==> config.mk <==
export PLATFORM = sky130hd
export DESIGN_NAME = nibble_program_loader
export DESIGN_NICKNAME = d
export VERILOG_FILES = /design/src/rtl/nibble_program_loader.sv
export SDC_FILE = /design/constraint.sdc
export NUM_CORES = 1
export LEC_CHECK = 0
export BUFFER_PORTS_ARGS = -buffer_cell sky130_fd_sc_hd__buf_2
export CAP_MARGIN = 20
export CORE_MARGIN = 5
export CORE_UTILIZATION = 56
export CTS_CLUSTER_DIAMETER = 60
export CTS_CLUSTER_SIZE = 28
export DETAILED_ROUTE_END_ITERATION = 12
export PLACE_DENSITY_LB_ADDON = 0.1
export RECOVER_POWER = 25
export SLEW_MARGIN = 15
export SYNTH_ARGS = -nofsm -noshare
export SYNTH_HDL_FRONTEND = slang
export SYNTH_SLANG_ARGS = --single-unit
export TNS_END_PERCENT = 30
==> constraint.sdc <==
create_clock -name clk -period 1.8 [get_ports clk]
set_input_delay 0.36 -clock clk [delete_from_list [all_inputs] [get_ports clk]]
set_output_delay 0.36 -clock clk [all_outputs]
set_load 0.01 [all_outputs]
==> src/rtl/nibble_program_loader.sv <==
// nibble_program_loader
// Program-memory front end for the NibbleBuddy core. A byte stream on a
// valid/ready handshake fills a DEPTH x INSTR_W instruction memory. Any unused
// tail is zero-filled with NOPs. The core is held in reset until the image is
// complete. Instructions are then served combinationally from program_counter.
//
// Optional feature: define LOADER_CHECKSUM_EN to add a checksum byte after the
// last program byte. This adds the CHECK state, the ERROR state and the running
// sum register. Without it, load_error is tied low.
module nibble_program_loader #(
    parameter int DEPTH   = 32,
    parameter int INSTR_W = 8
) (
    input  logic                     clk,
    input  logic                     reset,
    input  logic                     load_valid,
    input  logic [INSTR_W-1:0]       load_byte,
    input  logic                     load_last,
    output logic                     load_ready,
    input  logic                     reload,
    input  logic [$clog2(DEPTH)-1:0] program_counter,
    output logic [INSTR_W-1:0]       instruction,
    output logic                     cpu_reset,
    output logic                     loaded,
    output logic                     load_error
);

    localparam int              AW        = $clog2(DEPTH);
    localparam logic [AW-1:0]   LAST_ADDR = AW'(DEPTH - 1);

`ifdef LOADER_CHECKSUM_EN
    typedef enum logic [2:0] {LOAD, CHECK, FILL, RUN, ERROR} state_t;
`else
    typedef enum logic [1:0] {LOAD, FILL, RUN} state_t;
`endif

    state_t               state;
    state_t               state_next;
    logic [AW-1:0]        wr_ptr;
    logic [AW-1:0]        wr_ptr_next;
    logic                 mem_we;
    logic [INSTR_W-1:0]   mem_wdata;
    logic [INSTR_W-1:0]   mem [DEPTH];

`ifdef LOADER_CHECKSUM_EN
    logic [INSTR_W-1:0]   sum;
    logic [INSTR_W-1:0]   sum_next;
    logic [INSTR_W-1:0]   sum_check;
`endif

    // State, write pointer and running sum; reset returns to an empty LOAD.
    always_ff @(posedge clk) begin
        // NOTE: non-blocking assignments here so every register samples the
        // pre-edge values produced by the combinational block below.
        if (reset) begin
            state  <= LOAD;
            wr_ptr <= '0;
`ifdef LOADER_CHECKSUM_EN
            sum    <= '0;
`endif
        end else begin
            state  <= state_next;
            wr_ptr <= wr_ptr_next;
`ifdef LOADER_CHECKSUM_EN
            sum    <= sum_next;
`endif
        end
    end

    // Instruction memory write port: program bytes during LOAD, NOPs during FILL.
    always_ff @(posedge clk) begin
        // NOTE: the memory array is deliberately not reset; FILL overwrites
        // every address not covered by the program, so stale contents never
        // reach the core.
        if (mem_we && !reset) begin
            mem[wr_ptr] <= mem_wdata;
        end
    end

    // Next-state logic, write control and outputs decoded from the registered state.
    always_comb begin
        // NOTE: every signal driven here gets a default first so no path
        // through the case statement leaves one unassigned (no latches).
        state_next  = state;
        wr_ptr_next = wr_ptr;
        mem_we      = 1'b0;
        mem_wdata   = load_byte;
        load_ready  = 1'b0;
        cpu_reset   = 1'b1;
        loaded      = 1'b0;
        load_error  = 1'b0;
        instruction = '0;
`ifdef LOADER_CHECKSUM_EN
        sum_next    = sum;
        sum_check   = sum + load_byte;
`endif

        case (state)
            LOAD: begin
                load_ready = 1'b1;
                if (load_valid) begin
                    mem_we      = 1'b1;
                    wr_ptr_next = wr_ptr + 1'b1;
`ifdef LOADER_CHECKSUM_EN
                    sum_next    = sum + load_byte;
`endif
                    // A write to the top address ends the load even without load_last.
                    if (load_last || (wr_ptr == LAST_ADDR)) begin
`ifdef LOADER_CHECKSUM_EN
                        state_next = CHECK;
`else
                        state_next = (wr_ptr == LAST_ADDR) ? RUN : FILL;
`endif
                    end
                end
            end

`ifdef LOADER_CHECKSUM_EN
            CHECK: begin
                load_ready = 1'b1;
                if (load_valid) begin
                    if (sum_check == '0) begin
                        // wr_ptr has wrapped to 0 only after a full-depth program.
                        state_next = (wr_ptr == '0) ? RUN : FILL;
                    end else begin
                        state_next = ERROR;
                    end
                end
            end

            ERROR: begin
                load_error = 1'b1;
            end
`endif

            FILL: begin
                mem_we      = 1'b1;
                mem_wdata   = '0;
                wr_ptr_next = wr_ptr + 1'b1;
                if (wr_ptr == LAST_ADDR) begin
                    state_next = RUN;
                end
            end

            RUN: begin
                cpu_reset   = 1'b0;
                loaded      = 1'b1;
                instruction = mem[program_counter];
                if (reload) begin
                    state_next  = LOAD;
                    wr_ptr_next = '0;
`ifdef LOADER_CHECKSUM_EN
                    sum_next    = '0;
`endif
                end
            end

            default: begin
                state_next  = LOAD;
                wr_ptr_next = '0;
            end
        endcase
    end

endmodule

==> reports/results.ini, run 1 <==
[outcome]
status = complete, but fails checks
violations = setup timing

[pwr]
power.density_mw_per_mm2 = 943
ir_worst_vdd_v = 0.000751
leakagePower_uw = 0.00399

[grt]
grt_pass1_wl_mm = 32.5
grt_max_degree = 33
overflow = 0
antenna_found_initial = 0
grt_use_total_pct = 19.9
grt_pass1_vias = 5294

[final_layout]
antennaDiodeCount = 0
fillCellCount = 1287
fin_area_mm2 = 0.0120
drive_above_1_share_pct = 34.5
fin_util_pct = 64.1
final_nets = 631
syn2layout_area_growth_pct = 13.0

[drt]
drt_first_pass_iters = 5
vias = 5163
finalWirelength_mm = 21.1
wl_per_cell_um = 24.7
drtIter0Drc = 482
ant_nets = 0
drc = 0
via_per_inst = 6.06

[clock_network]
post-cts-setup-buffer-count = 0
cts_tree = built
ctsHoldBuffers = 0
cts_made_buffers = 16
path_clk_slew_ns = 0.09
cts_max_path_buffers = 3
cts-root-buf = clkbuf_16
cts.sinks = 263
clk_latency_ns = 0.49
cts.htree.levels = 1

[place]
io_buffers = 28
gp_congestion = 0.786
dp_hpwl_mm = 13.8
dpl_cell_area_mm2 = 0.0115

[synthesis]
postSynth.asyncResetShare_pct = 0
avgSynthCellArea_um2 = 20.4
ys_seq_elements = 263
synth-edff-count = 256
synth-main-ff-cell = edfxtp_1
ys_warn_count = 0
syn_area_mm2 = 0.0106
synth.distinct_cells = 40
syn_nets = 543
synth_seq_area_share_pct = 73.7
synth_cells = 520

[setup_path]
crit_fanout = 1
rr_endpoint = mem[16][5]$_DFFE_PP_
critPathKind = reg -> out
worstPathRequired_ns = 1.44
critPathCaptureType = output pin
startpoint_type = flip-flop
worstPathArrival_ns = 2.06
r2r_start = state[1]$_SDFFE_PP0P_
rr_worst_depth = 4
r2r_slack_ns = -0.04

[sta]
post-route-min-period_ns = 2.42
rsz0062_at_grt = yes
setup_viol_count_final = 32
worst_slew_pin_slew_ns = 0.574
finalCritPeriodShare_pct = 135
slew_headroom_pct = 61.7
tns_ns = -5.43
timing.final.ws_setup_ns = -0.624
finClkSkew_ns = 0.0225
hold_ws_ns = 0.0931
fmax_mhz = 413
hold_violations = 0
maxSlewViolCount = 0

[flow_run]
maxCapViolCount = 0

[floorplanning]
core_area_mm2 = 0.0187
fp-row-count = 50
die_h_um = 148
dieArea_mm2 = 0.0218
io_pins = 30
start_util_pct = 56.7
dieWidth_um = 148

[hold_path]
min_from = reset
hold_class = in -> reg
min_path_cells = 2
min_to = wr_ptr[4]$_SDFFE_PP0P_

==> synth_stat cells, types with 2 or more instances <==
cell / instances / area [µm²]
buf_2: 2 / 10.0
inv_1: 3 / 11.3
a221oi_1: 7 / 61.3
o21ai_0: 11 / 55.1
nand3b_1: 3 / 22.5
edfxtp_1: 256 / 7690
nand3_1: 2 / 10.0
mux4_2: 37 / 833
a221o_1: 8 / 80.1
dfxtp_1: 7 / 140
buf_6: 11 / 124
nand2b_1: 2 / 12.5
or3b_2: 4 / 35.0
nor2_1: 43 / 161
buf_4: 3 / 22.5
clkbuf_1: 6 / 22.5
nor2b_1: 2 / 12.5
a21oi_1: 5 / 25.0
a31oi_1: 7 / 43.8
and2_1: 9 / 56.3
mux2i_1: 32 / 320
mux4_1: 20 / 526
clkbuf_8: 4 / 55.1
mux2_2: 2 / 22.5
ha_1: 5 / 62.6
nor3_1: 2 / 10.0
a22oi_1: 7 / 52.6
nand2_1: 7 / 26.3
or3_1: 2 / 12.5
==> cells in the final DEF (no fill, tap or decap), types with 5 or more instances in the layout <==
cell type,synthesis,final
a31oi_2,0,7
clkbuf_16,0,17
a221o_1,8,8
o21ai_1,0,7
buf_4,3,61
edfxtp_1,256,256
buf_12,1,9
dfxtp_1,7,7
a22oi_2,0,7
nor2_1,43,42
a221oi_1,7,7
ha_1,5,5
mux2i_1,32,28
buf_2,2,27
and2_1,9,6
mux4_2,37,54
==> layer usage <==
| layer | GRT usage (%) | up-vias | share of wire (%) |
|---|---|---|---|
| li1 | - | 2297 | - |
| met1 | 30.0 | 2658 | 45 |
| met2 | 31.8 | 185 | 48 |
| met3 | 2.27 | 23 | 5.1 |
| met4 | 4.52 | 0 | 2.1 |
| met5 | 0 | - | 0 |
==> cell families (layout without fill, tap and decap cells) <==
group	Yosys count	in the layout	share of synthesized area [%]
adders and majority gates	5	5	0.589
xor gates and xnor gates	2	2	0.165
buffers and inverters	33	131	2.77
muxes	91	91	16.0
DFF	263	263	73.7
AOI/OAI and AO/OA	45	45	2.99
other	1	1	0.0353
and+or+nand+nor	80	80	3.68
==> worst max-delay path by stage <==
stage	startpoint	endpoint	slack (ns)	cells after the start
4_1_cts	mem[12][3]$_DFFE_PP_	instruction[3]	-0.66	5
3_3_place_gp	program_counter[1]	instruction[3]	-0.58	7
2_1_floorplan	program_counter[1]	instruction[6]	-0.08	7
6_report	mem[12][3]$_DFFE_PP_	instruction[3]	-0.62	5
5_1_grt	mem[2][4]$_DFFE_PP_	instruction[4]	-0.69	5
3_5_place_dp	program_counter[1]	instruction[3]	-0.65	7
==> final cells by class <==
class	count	area, µm²	area share (%)
clock buffer	17	425	3.55
clock inverter	11	90.1	0.751
inverter	4	15.0	0.125
multi-input combinational	224	2550	21.3
sequential	263	7830	65.3
tap	234	293	2.44
timing repair buffer	99	788	6.57
==> per-stage QoR <==
stage               power, µW  setup slack [ns]  cells
floorplan                7400           -0.0789    520
global placement         7640            -0.584    826
detailed placement       7670            -0.647    826
CTS                     11400            -0.657    852
global route            11700            -0.694    852
finish                  11300            -0.624    852
==> power by group <==
| group | switching [µW] | internal [µW] | total, µW |
|---|---|---|---|
| combinational | 427 | 309 | 736 |
| clock | 1970 | 1800 | 3770 |
| sequential | 16.9 | 6780 | 6800 |
==> flip-flops by register name (all words and copies together) (netlist names) <==
| register | cells |
|---|---|
| mem | 256 |
| wr_ptr | 5 |
| state | 2 |
==> worst max-delay path: stages (launching register included) <==
cell,delay [ns]
edfxtp_1,0.39
mux4_2,0.50
mux2i_2,0.19
a221o_1,0.27
a31oi_2,0.06
buf_2,0.16
==> what timing repair did <==
action                                  CTS  global route
endpoints found under the setup margin   16           264
resized for setup                        19             6
pin swaps                                 8             5
hold endpoints to repair                  0             0
Note: power is estimated with default switching activity, not from simulation.
==> run 2, diff against run 1 <==
--- a/config.mk
+++ b/config.mk
@@ -5,13 +5,13 @@
 export SDC_FILE = /design/constraint.sdc
 export NUM_CORES = 1
 export LEC_CHECK = 0
-export BUFFER_PORTS_ARGS = -buffer_cell sky130_fd_sc_hd__buf_2
 export CAP_MARGIN = 20
 export CORE_MARGIN = 5
-export CORE_UTILIZATION = 56
+export CORE_UTILIZATION = 57
 export CTS_CLUSTER_DIAMETER = 60
 export CTS_CLUSTER_SIZE = 28
 export DETAILED_ROUTE_END_ITERATION = 12
+export DONT_BUFFER_PORTS = 1
 export PLACE_DENSITY_LB_ADDON = 0.1
 export RECOVER_POWER = 25
 export SLEW_MARGIN = 15
==> reports/results.ini, run 2 (synthesized netlist as in run 1, its figures left out) <==
[clock_network]
cts.sinks = 263
post-cts-setup-buffer-count = 0
cts-root-buf = clkbuf_16
cts_tree = built
path_clk_slew_ns = 0.10
cts_max_path_buffers = 3
clk_latency_ns = 0.50
cts_made_buffers = 17
cts.htree.levels = 1

[floorplanning]
io_pins = 30
dieWidth_um = 146
dieArea_mm2 = 0.0215
die_h_um = 146
core_area_mm2 = 0.0185
fp-row-count = 50
start_util_pct = 57.3

[final_layout]
final_nets = 600
final_cell_mix = edfxtp_1, buf_4, mux4_2
largest_register_ffs = 256
fin_cells = 821
syn2layout_area_growth_pct = 11.4
fin_util_pct = 63.9
multi_input_area_mm2 = 0.00260
fillCellCount = 1276
top_register = mem
top_regs = mem x256, wr_ptr x5, state x2
layout.area.seq_mm2 = 0.00783
drive_above_1_share_pct = 31.5
final_common_cell = edfxtp_1
antennaDiodeCount = 0

[drt]
vias = 5071
drc = 0
via_per_inst = 6.18
wl_per_cell_um = 27.4
ant_nets = 0
drt_first_pass_iters = 5
finalWirelength_mm = 22.5
drtIter0Drc = 471

[grt]
grt_use_total_pct = 21.1
grt_max_degree = 64
antenna_found_initial = 0
grt_pass1_wl_mm = 33.7
grt_pass1_vias = 5112
overflow = 0

[sta]
maxSlewViolCount = 0
setup_viol_count_final = 11
rsz0062_at_grt = yes
post-route-min-period_ns = 2.24
finalCritPeriodShare_pct = 125
hold_violations = 0
finClkSkew_ns = 0.0137
slew_headroom_pct = 68.2
worst_slew_pin_slew_ns = 0.464
fmax_mhz = 446
timing.final.ws_setup_ns = -0.444

[place]
dp_hpwl_mm = 14.2
io_buffers = 0
gp_congestion = 0.779
dp_worst_setup_slack_ns = -0.0865
dp_cells = 791

[flow_run]
maxCapViolCount = 0

[pwr]
ir_worst_vdd_v = 0.000821
power.density_mw_per_mm2 = 985
leakagePower_uw = 0.00384

[setup_path]
worstPathArrival_ns = 1.88
worstPathRequired_ns = 1.44
critPathKind = reg -> out
critPathCaptureType = output pin
rr_worst_depth = 5
startpoint_type = flip-flop
crit_path_top_delay_cell = mux4_2
cpPeakStageDelay_ns = 0.48
crit_chain = mux4_2 -> mux2i_1 -> a221o_1 -> a31oi_2
crit_fanout = 1

[hold_path]
hold_class = in -> reg
min_path_cells = 3

[outcome]
status = complete, but fails checks
violations = setup timing

-- run 2: worst max-delay path: cells and delay by family, from the launching register on --
kind | cells | cell delay [ns]
compound gates | 2 | 0.28
mux | 2 | 0.69
flops | 1 | 0.41
-- run 2: stage by stage --
step / power (µW) / setup TNS [ns] / hold slack, ns / instance area (µm²)
2_1_floorplan: 7400 / -16.40 / 0.429 / 10700
3_3_place_gp: 7500 / -0.381 / 0.431 / 11200
3_5_place_dp: 7520 / -0.443 / 0.433 / 11200
4_1_cts: 11700 / -3.62 / 0.0324 / 11800
5_1_grt: 12000 / -16.18 / 0.0561 / 11800
6_report: 11600 / -3.38 / 0.0340 / 11800
-- run 2: timing repair --
item	CTS	global route
pin swaps	5	0
resized for setup	23	11
setup endpoints to repair	23	257
endpoints found under the hold margin	3	0
hold buffers	1	0
-- run 2: layout make-up --
type | instances | area share, %
repair buffers | 67 | 4.23
clock inverters | 12 | 1.37
clock buffers | 17 | 3.60
flip-flops and latches | 263 | 66.2
well taps | 234 | 2.48
multi-input cells | 224 | 22.0
inverters | 4 | 0.127
-- run 2: power breakdown --
group / internal, µW / switching (µW) / leakage, µW
Combinational: 264 / 341 / 0.00118
Sequential: 6780 / 15.3 / 0.00237
Clock: 2120 / 2120 / 0.000285
Total: 9170 / 2480 / 0.00384
-- run 2: final timing paths --
kind / start / endpoint / slack [ns]
max: mem[13][5]$_DFFE_PP_ / instruction[5] / -0.44
min: reset / state[0]$_SDFFE_PP0P_ / 0.03
max reg2reg: state[1]$_SDFFE_PP0P_ / wr_ptr[1]$_SDFFE_PP0P_ / -0.01
min reg2reg: wr_ptr[1]$_SDFFE_PP0P_ / wr_ptr[1]$_SDFFE_PP0P_ / 0.51
-- run 2: metal layers --
| metal | part of all wire [%] | global-route usage [%] | wire length, µm | vias up |
|---|---|---|---|---|
| met5 | 0 | 0 | 0 | - |
| met4 | 1.2 | 3.43 | 275 | 0 |
| met3 | 7.0 | 3.72 | 1570 | 24 |
| met2 | 50 | 34.5 | 11200 | 180 |
| met1 | 42 | 31.0 | 9410 | 2629 |
| li1 | - | - | - | 2238 |
==> run 3, diff against run 2 <==
--- a/config.mk
+++ b/config.mk
@@ -6,6 +6,7 @@
 export NUM_CORES = 1
 export LEC_CHECK = 0
 export CAP_MARGIN = 20
+export CORE_ASPECT_RATIO = 1.5
 export CORE_MARGIN = 5
 export CORE_UTILIZATION = 57
 export CTS_CLUSTER_DIAMETER = 60
==> constraint.sdc (replaced) <==
create_clock -name clk -period 1.8 [get_ports clk]
set_input_delay 0.36 -clock clk [delete_from_list [all_inputs] [get_ports clk]]
set_output_delay 0.36 -clock clk [all_outputs]
set_load 0.1 [all_outputs]
==> reports/results.ini, run 3 (synthesized netlist as in run 1, its figures left out) <==
[setup_path]
crit_chain = mux4_2 -> mux2i_2 -> a221o_1 -> a31oi_4 -> buf_12
critPathTopFamily = multiplexers
r2r_slack_ns = -0.07
rr_endpoint = mem[21][5]$_DFFE_PP_
critPathKind = reg -> out
crit_path_end = instruction[6]
crit_fanout = 1
rr_worst_depth = 4
startpoint_type = flip-flop
critPathCaptureType = output pin
path_buf_inv = 1
r2r_start = state[1]$_SDFFE_PP0P_
path_depth = 5
cp-startpoint = mem[3][6]$_DFFE_PP_
worstPathArrival_ns = 2.15
cpPeakStageDelay_ns = 0.53
crit_path_top_delay_cell = mux4_2
worstPathRequired_ns = 1.44

[final_layout]
multi_input_area_mm2 = 0.00270
largest_register_ffs = 256
layout.area.seq_mm2 = 0.00783
syn2layout_area_growth_pct = 13.8
fin_cells = 839
final_cell_mix = edfxtp_1, buf_4, mux4_2
fillCellCount = 1303
drive_above_1_share_pct = 31.3
top_register = mem
antennaDiodeCount = 0
final_common_cell = edfxtp_1
final_nets = 605
top_regs = mem x256, wr_ptr x5, state x2

[floorplanning]
start_util_pct = 57.5
core_area_mm2 = 0.0185
io_pins = 30
die_h_um = 177
dieWidth_um = 121
dieArea_mm2 = 0.0215
fp-row-count = 61

[clock_network]
cts.sinks = 263
cts-root-buf = clkbuf_16
path_clk_slew_ns = 0.09
cts_tree = built
cts_made_buffers = 14
cts.htree.levels = 1
cts_max_path_buffers = 3
clk_latency_ns = 0.49

[sta]
slew_headroom_pct = 59.8
fmax_mhz = 399
finalCritPeriodShare_pct = 139
setup_viol_count_final = 74
finClkSkew_ns = 0.0186
timing.final.ws_setup_ns = -0.705
maxSlewViolCount = 0
hold_violations = 0
post-route-min-period_ns = 2.51
worst_slew_pin_slew_ns = 0.603
rsz0062_at_grt = yes

[grt]
grt_pass1_vias = 5323
grt_use_total_pct = 20.6
antenna_found_initial = 0
grt_pass1_wl_mm = 32.7
overflow = 0
grt_max_degree = 64

[drt]
ant_nets = 0
vias = 5031
finalWirelength_mm = 21.0
drc = 0
drt_first_pass_iters = 4
drtIter0Drc = 453
via_per_inst = 6.00
wl_per_cell_um = 25.1

[place]
dp_cells = 817
dp_worst_setup_slack_ns = -0.365
gp_congestion = 0.790
io_buffers = 0
dp_hpwl_mm = 13.6

[pwr]
p_sw_uw = 2230
ir_worst_vdd_v = 0.000837
leakagePower_uw = 0.00390
combPwrFrac_pct = 5.6
switching_share_pct = 20.3
power.density_mw_per_mm2 = 910
p_int_uw = 8770
pwr-share-clk_pct = 32.5
pwr-share-seq_pct = 61.9

[flow_run]
maxCapViolCount = 0

[hold_path]
hold_class = in -> reg

[outcome]
violations = setup timing
status = complete, but fails checks

[run 3: cell count changes in the layout (fill, tap and decap cells not counted), sizes merged]
cell      delta
buf         +13
bufinv       -1
clkinv       -1
clkinvlp     +1
inv          -6
clkbuf       -6
[run 3: worst min-delay path by stage]
stage	startpoint	endpoint	slack [ns]	depth (start not counted)
2_1_floorplan	reset	wr_ptr[1]$_SDFFE_PP0P_	0.43	1
6_report	load_last	state[0]$_SDFFE_PP0P_	0.04	2
3_5_place_dp	reset	wr_ptr[4]$_SDFFE_PP0P_	0.43	1
5_1_grt	reset	state[0]$_SDFFE_PP0P_	0.05	3
3_3_place_gp	reset	wr_ptr[4]$_SDFFE_PP0P_	0.43	1
4_1_cts	load_last	state[0]$_SDFFE_PP0P_	0.02	2
[run 3: per-layer routing]
layer / up-vias / part of all wire, % / GRT usage [%]
met2: 101 / 54 / 35.8
met3: 29 / 3.6 / 2.53
met1: 2653 / 40 / 27.2
met5: - / 0 / 0
met4: 0 / 2.6 / 6.73
li1: 2248 / - / -
[run 3: area by class of cell]
type                    count  share of cell area, %
inverters                   4                  0.155
well taps                 252                   2.61
clock buffers              16                   3.14
repair buffers             75                   6.15
clock inverters             5                  0.736
multi-input cells         224                   22.4
flip-flops and latches    263                   64.8
[run 3: per-stage QoR]
stage	setup TNS (ns)	hold WS [ns]	utilization [%]	cell area, µm²	total power, µW
after floorplan	-37.08	0.429	-	10800	7420
after global placement	-2.91	0.430	62.4	11500	7530
after detailed placement	-3.54	0.434	62.4	11500	7550
after CTS	-5.60	0.0238	65.0	12000	11100
after global routing	-24.41	0.0471	65.4	12100	11400
final	-8.27	0.0363	65.4	12100	11000
[run 3: power by group through the flow]
| stage | logic, µW | clock network (µW) | registers, µW |
|---|---|---|---|
| 6_report | 620 | 3570 | 6800 |
| 5_1_grt | 665 | 3880 | 6800 |
| 4_1_cts | 620 | 3660 | 6800 |
| 3_5_place_dp | 610 | 0 | 6940 |
| 3_3_place_gp | 592 | 0 | 6940 |
| 2_1_floorplan | 490 | 0 | 6930 |
[run 3: what timing repair did]
item | in CTS | in global routing
resized for setup | 24 | 16
setup buffers | 0 | 3
pin swaps | 8 | 6
hold buffers | 1 | 0
hold endpoints to repair | 3 | 0
setup endpoints to repair | 57 | 265
